[src/rtl/indent_token_sequencer.sv]
// Turns per-line indentation records and lexer tokens into one output token stream,
// inserting INDENT/DEDENT tokens and closing all open levels before EOF.
module indent_token_sequencer #(
  parameter int unsigned KIND_W       = 5,
  parameter int unsigned PAYLOAD_W    = 32,
  parameter int unsigned COL_W        = 8,
  parameter int unsigned LEVEL_W      = 4,
  parameter int unsigned KIND_INDENT  = 16,
  parameter int unsigned KIND_DEDENT  = 17,
  parameter int unsigned KIND_NEWLINE = 18,
  parameter int unsigned KIND_EOF     = 19
) (
  input  logic                 clk,
  input  logic                 rst_n,
  input  logic                 bol_valid,
  output logic                 bol_ready,
  input  logic [COL_W-1:0]     bol_cols,
  input  logic                 bol_blank,
  input  logic                 bol_eof,
  input  logic                 lx_valid,
  output logic                 lx_ready,
  input  logic [KIND_W-1:0]    lx_kind,
  input  logic [PAYLOAD_W-1:0] lx_payload,
  output logic                 tok_valid,
  input  logic                 tok_ready,
  output logic [KIND_W-1:0]    tok_kind,
  output logic [PAYLOAD_W-1:0] tok_payload,
  output logic [LEVEL_W-1:0]   depth,
  output logic                 err_indent,
  output logic                 err_depth
);

  localparam int unsigned MaxLevel = (1 << LEVEL_W) - 1;

  typedef enum logic [2:0] {
    StBol, StIndent, StDedent, StPass, StFlush, StDone, StErr
  } state_e;

  state_e              state;
  logic [LEVEL_W-1:0]  target;
  logic                line_empty;
  logic                load_ok;
  logic [COL_W-3:0]    bol_level;
  logic                bol_over;
  logic [LEVEL_W-1:0]  bol_target;

  assign load_ok    = !tok_valid || tok_ready;
  assign bol_ready  = (state == StBol);
  assign lx_ready   = (state == StPass) && load_ok;
  assign bol_level  = bol_cols[COL_W-1:2];
  assign bol_over   = 32'(bol_level) > MaxLevel;
  assign bol_target = LEVEL_W'(bol_level);

  always_ff @(posedge clk or negedge rst_n) begin
    if (!rst_n) begin
      state       <= StBol;
      target      <= '0;
      line_empty  <= 1'b1;
      tok_valid   <= 1'b0;
      tok_kind    <= '0;
      tok_payload <= '0;
      depth       <= '0;
      err_indent  <= 1'b0;
      err_depth   <= 1'b0;
    end else begin
      // Drained entry clears; any load below in the same cycle overrides this.
      if (tok_valid && tok_ready) begin
        tok_valid   <= 1'b0;
        tok_kind    <= '0;
        tok_payload <= '0;
      end
      case (state)
        StBol: begin
          if (bol_valid) begin
            if (bol_eof) begin
              state <= StFlush;
            end else if (bol_blank) begin
              state <= StBol;
            end else if (bol_cols[1:0] != 2'b00) begin
              err_indent <= 1'b1;
              state      <= StErr;
            end else if (bol_over) begin
              err_depth <= 1'b1;
              state     <= StErr;
            end else begin
              target     <= bol_target;
              line_empty <= 1'b1;
              if (bol_target > depth)      state <= StIndent;
              else if (bol_target < depth) state <= StDedent;
              else                         state <= StPass;
            end
          end
        end
        StIndent: begin
          if (load_ok) begin
            tok_valid   <= 1'b1;
            tok_kind    <= KIND_W'(KIND_INDENT);
            tok_payload <= '0;
            depth       <= depth + LEVEL_W'(1);
            if ((depth + LEVEL_W'(1)) == target) state <= StPass;
          end
        end
        StDedent: begin
          if (load_ok) begin
            tok_valid   <= 1'b1;
            tok_kind    <= KIND_W'(KIND_DEDENT);
            tok_payload <= '0;
            depth       <= depth - LEVEL_W'(1);
            if ((depth - LEVEL_W'(1)) == target) state <= StPass;
          end
        end
        StPass: begin
          if (lx_valid && load_ok) begin
            if (lx_kind == KIND_W'(KIND_EOF)) begin
              state <= StFlush;
            end else if (lx_kind == KIND_W'(KIND_NEWLINE)) begin
              // A NEWLINE before any real token is a no-op line terminator.
              if (!line_empty) begin
                tok_valid   <= 1'b1;
                tok_kind    <= lx_kind;
                tok_payload <= lx_payload;
                state       <= StBol;
              end
            end else begin
              tok_valid   <= 1'b1;
              tok_kind    <= lx_kind;
              tok_payload <= lx_payload;
              line_empty  <= 1'b0;
            end
          end
        end
        StFlush: begin
          if (load_ok) begin
            tok_valid   <= 1'b1;
            tok_payload <= '0;
            if (depth != '0) begin
              tok_kind <= KIND_W'(KIND_DEDENT);
              depth    <= depth - LEVEL_W'(1);
            end else begin
              tok_kind <= KIND_W'(KIND_EOF);
              state    <= StDone;
            end
          end
        end
        default: state <= state;
      endcase
    end
  end

endmodule

[config.mk]
export PLATFORM = sky130hd
export DESIGN_NAME = indent_token_sequencer
export DESIGN_NICKNAME = d
export VERILOG_FILES = /design/src/rtl/indent_token_sequencer.sv
export SDC_FILE = /design/constraint.sdc
export NUM_CORES = 1
export LEC_CHECK = 0
export ABC_CLOCK_PERIOD_IN_PS = 2700
export CAP_MARGIN = 15
export CORE_ASPECT_RATIO = 0.8
export CORE_UTILIZATION = 40
export DETAILED_ROUTE_END_ITERATION = 7
export PLACE_DENSITY = 0.74
export SLEW_MARGIN = 40
export SYNTH_ARGS = -nofsm -noshare
export SYNTH_HDL_FRONTEND = slang
export SYNTH_SLANG_ARGS = --single-unit
[constraint.sdc]
create_clock -name clk -period 2.7 [get_ports clk]
set_input_delay 0.675 -clock clk [delete_from_list [all_inputs] [get_ports clk]]
set_output_delay 0.675 -clock clk [all_outputs]
set_load 0.01 [all_outputs]
==> results.cfg <==
[cells_and_area]
area_delta_synth_final_pct = 46.7
n_antenna_cell = 0
fin_nets = 376
drive_gt1_share_pct = 9.40
fin_cells = 400

[cts]
clock_path_buffers = 2
cts_root_buffer = clkbuf_8
post_cts_buffers = 0
cts_tree = yes
cts_resized = 0
cts-buffers-inserted = 5
cts_sinks = 52
holdBufCountCts = 0
htreeDepth = 2
clk_pin_slew_ns = 0.10
clk_latency_ns = 0.31

[timing]
finalClockSkew_ns = 0.00942
drv_slew = 0
slew_headroom_pct = 59.7
tightestPinTransition_ns = 0.599
period_share_pct = 98.2
hold_viol_final = 0
finalSetupViolCount = 0
rsz0062_at_grt = false
worst_hold_slack_ns = 0.330
tns_ns = 0
min_period_ns = 2.65
timing.fmax_ghz = 0.377

[floorplan]
fp.dieW_um = 90.7
core_area_um2 = 6010
die_h_um = 73.0
initial_utilization_pct = 42.0
num_rows = 25
die_area_um2 = 6620
io_pins = 98

[yosys]
syn_nets = 275
synthCells = 217
synthTopCellsByCount = dfrtp_1, a22o_1, nand2_1, nor2_1
synth_top_area_share_pct = 50.6
synth_area_per_cell_um2 = 11.6
synth.area.top_cells = dfrtp_1, a22o_1, ha_1
ys_warn_count = 0
async_flop_share_pct = 100
ys_ff_latch = 52
synth_area_um2 = 2520
synth-main-ff-cell = dfrtp_1
ys_types = 45
yosysTopAreaCell = dfrtp_1
synth_edf_count = 0
yosysMostFrequentCell = dfrtp_1
yosysSeqAreaShare_pct = 51.7

[global_routing]
overflow = 0
grt_use_met3_pct = 4.38
grt_start_max_net_pins = 35
first_global_vias = 2172
grtUsageMet2_pct = 34.4
use_met1_pct = 27.6
grt_pass1_wl_um = 10700
gr-max-usage-layer = met2
track_usage_pct = 20.9
antenna_found_initial = 0

[power_and_ir_drop]
seqPwrFrac_pct = 36.1
p_clk_share_pct = 15.8
leakagePower_nw = 1.63
switchingPower_w = 0.00115
powerDensity_nw_per_um2 = 804
ir_drop_mv = 0.415
netSwitchingFraction_pct = 38.8
intPower_w = 0.00182
combPwrFrac_pct = 48.1

[detailed_routing]
drt_iter0_markers = 114
wl_per_cell_um = 16.3
vias_per_cell = 5.21
drt-pass1-iter-count = 4
remaining_drc_errors = 0
final_antenna_net_count = 0
drt-total-wl_um = 6520
dr_total_vias = 2083

[worst_setup_path]
critPathMaxFanout = 3
worst_ep_required_time_ns = 2.03
crit_type = in2out
cp-start-kind = input port
crit_arrival_ns = 1.98
reg2regPathDepth = 6
critPathCaptureType = output port

[placed_design]
dp_hpwl_um = 4900
portBuffers = 97
dpl.cell_count = 392
place_congestion = 0.847

[outcome]
status = finished, final reports clean

[hold_path]
min-delay-path-class = in2async

[run]
drv_cap = 0
metal layers:
| layer | part of all wire [%] | wire [um] | up-vias |
|---|---|---|---|
| met2 | 48 | 3150 | 67 |
| met1 | 46 | 2980 | 1017 |
| li1 | - | - | 994 |
| met5 | 0 | 0 | - |
| met3 | 5.0 | 329 | 5 |
| met4 | 0.94 | 61 | 0 |
worst paths after layout:
check	from	endpoint	slack, ns
worst max-delay path	tok_ready	lx_ready	0.05
min in group clk	err_depth	err_depth	0.50
max in group asynchronous	rst_n	tok_payload[29]	1.75
worst min-delay path	rst_n	tok_payload[2]	0.33
worst max register to register	state[1]	tok_payload[20]	0.41
worst min register to register	err_depth	err_depth	0.50
placed cells by master (no fill, tap or decap), drive strengths merged, types with 7 or more instances in the layout:
cell / instances
a22o: 34
buf: 10
clkdlybuf4s50: 96
dfrtp: 51
inv: 8
nand2: 11
nand2b: 7
nor2: 9
o21ai: 7
xnor2: 8
xor2: 7
power by group through the flow:
| stage | clock, W | sequential [W] | combinational [W] |
|---|---|---|---|
| final | 0.000468 | 0.00107 | 0.00143 |
| after detailed placement | 0 | 0.00108 | 0.00143 |
| after CTS | 0.000482 | 0.00107 | 0.00144 |
| after global placement | 0 | 0.00108 | 0.00141 |
| after floorplan | 0 | 0.00106 | 0.000982 |
| after global routing | 0.000513 | 0.00110 | 0.00158 |
flip-flops by register name (all words and copies together), names as in the netlist:
| signal | flops |
|---|---|
| tok_valid | 1 |
| state | 3 |
| err_depth | 1 |
| tok_payload | 32 |
| target | 4 |
| tok_kind | 5 |
| depth | 4 |
| line_empty | 1 |
| err_indent | 1 |
layout make-up:
type	instances	area, um2
clock buffer	6	82.6
clock inverter	2	15.0
fill	505	2310
inverter	8	30.0
multi-input combinational	145	1120
sequential	52	1300
tap	81	101
timing repair buffer	106	1050
per-stage QoR:
| step | cell area [um2] | worst slack, ns | utilization, % | total power [W] |
|---|---|---|---|---|
| 6_report | 3700 | 0.0488 | 61.5 | 0.00297 |
| 5_1_grt | 3700 | 0.0218 | 61.5 | 0.00319 |
| 4_1_cts | 3700 | 0.0396 | 61.5 | 0.00300 |
| 3_5_place_dp | 3600 | 0.0364 | 59.9 | 0.00252 |
| 3_3_place_gp | 3600 | 0.0552 | 59.9 | 0.00249 |
| 2_1_floorplan | 2520 | 0.388 | - | 0.00204 |
worst max-delay path, cell delays in order:
cell and delay [ns]:
clkdlybuf4s50_1 0.52, nor2b_1 0.07, nor2_1 0.14, clkdlybuf4s50_1 0.56
cell families after synthesis:
family	share of synthesized area (%)
XOR/XNOR	5.21
buffers and inverters	3.92
adder cells (fa/ha/maj)	2.98
AO/OA/AOI/OAI	21.1
AND/OR/NAND/NOR	11.2
multiplexers	3.87
flip-flops	51.7
(Power assumes the default switching activity.)
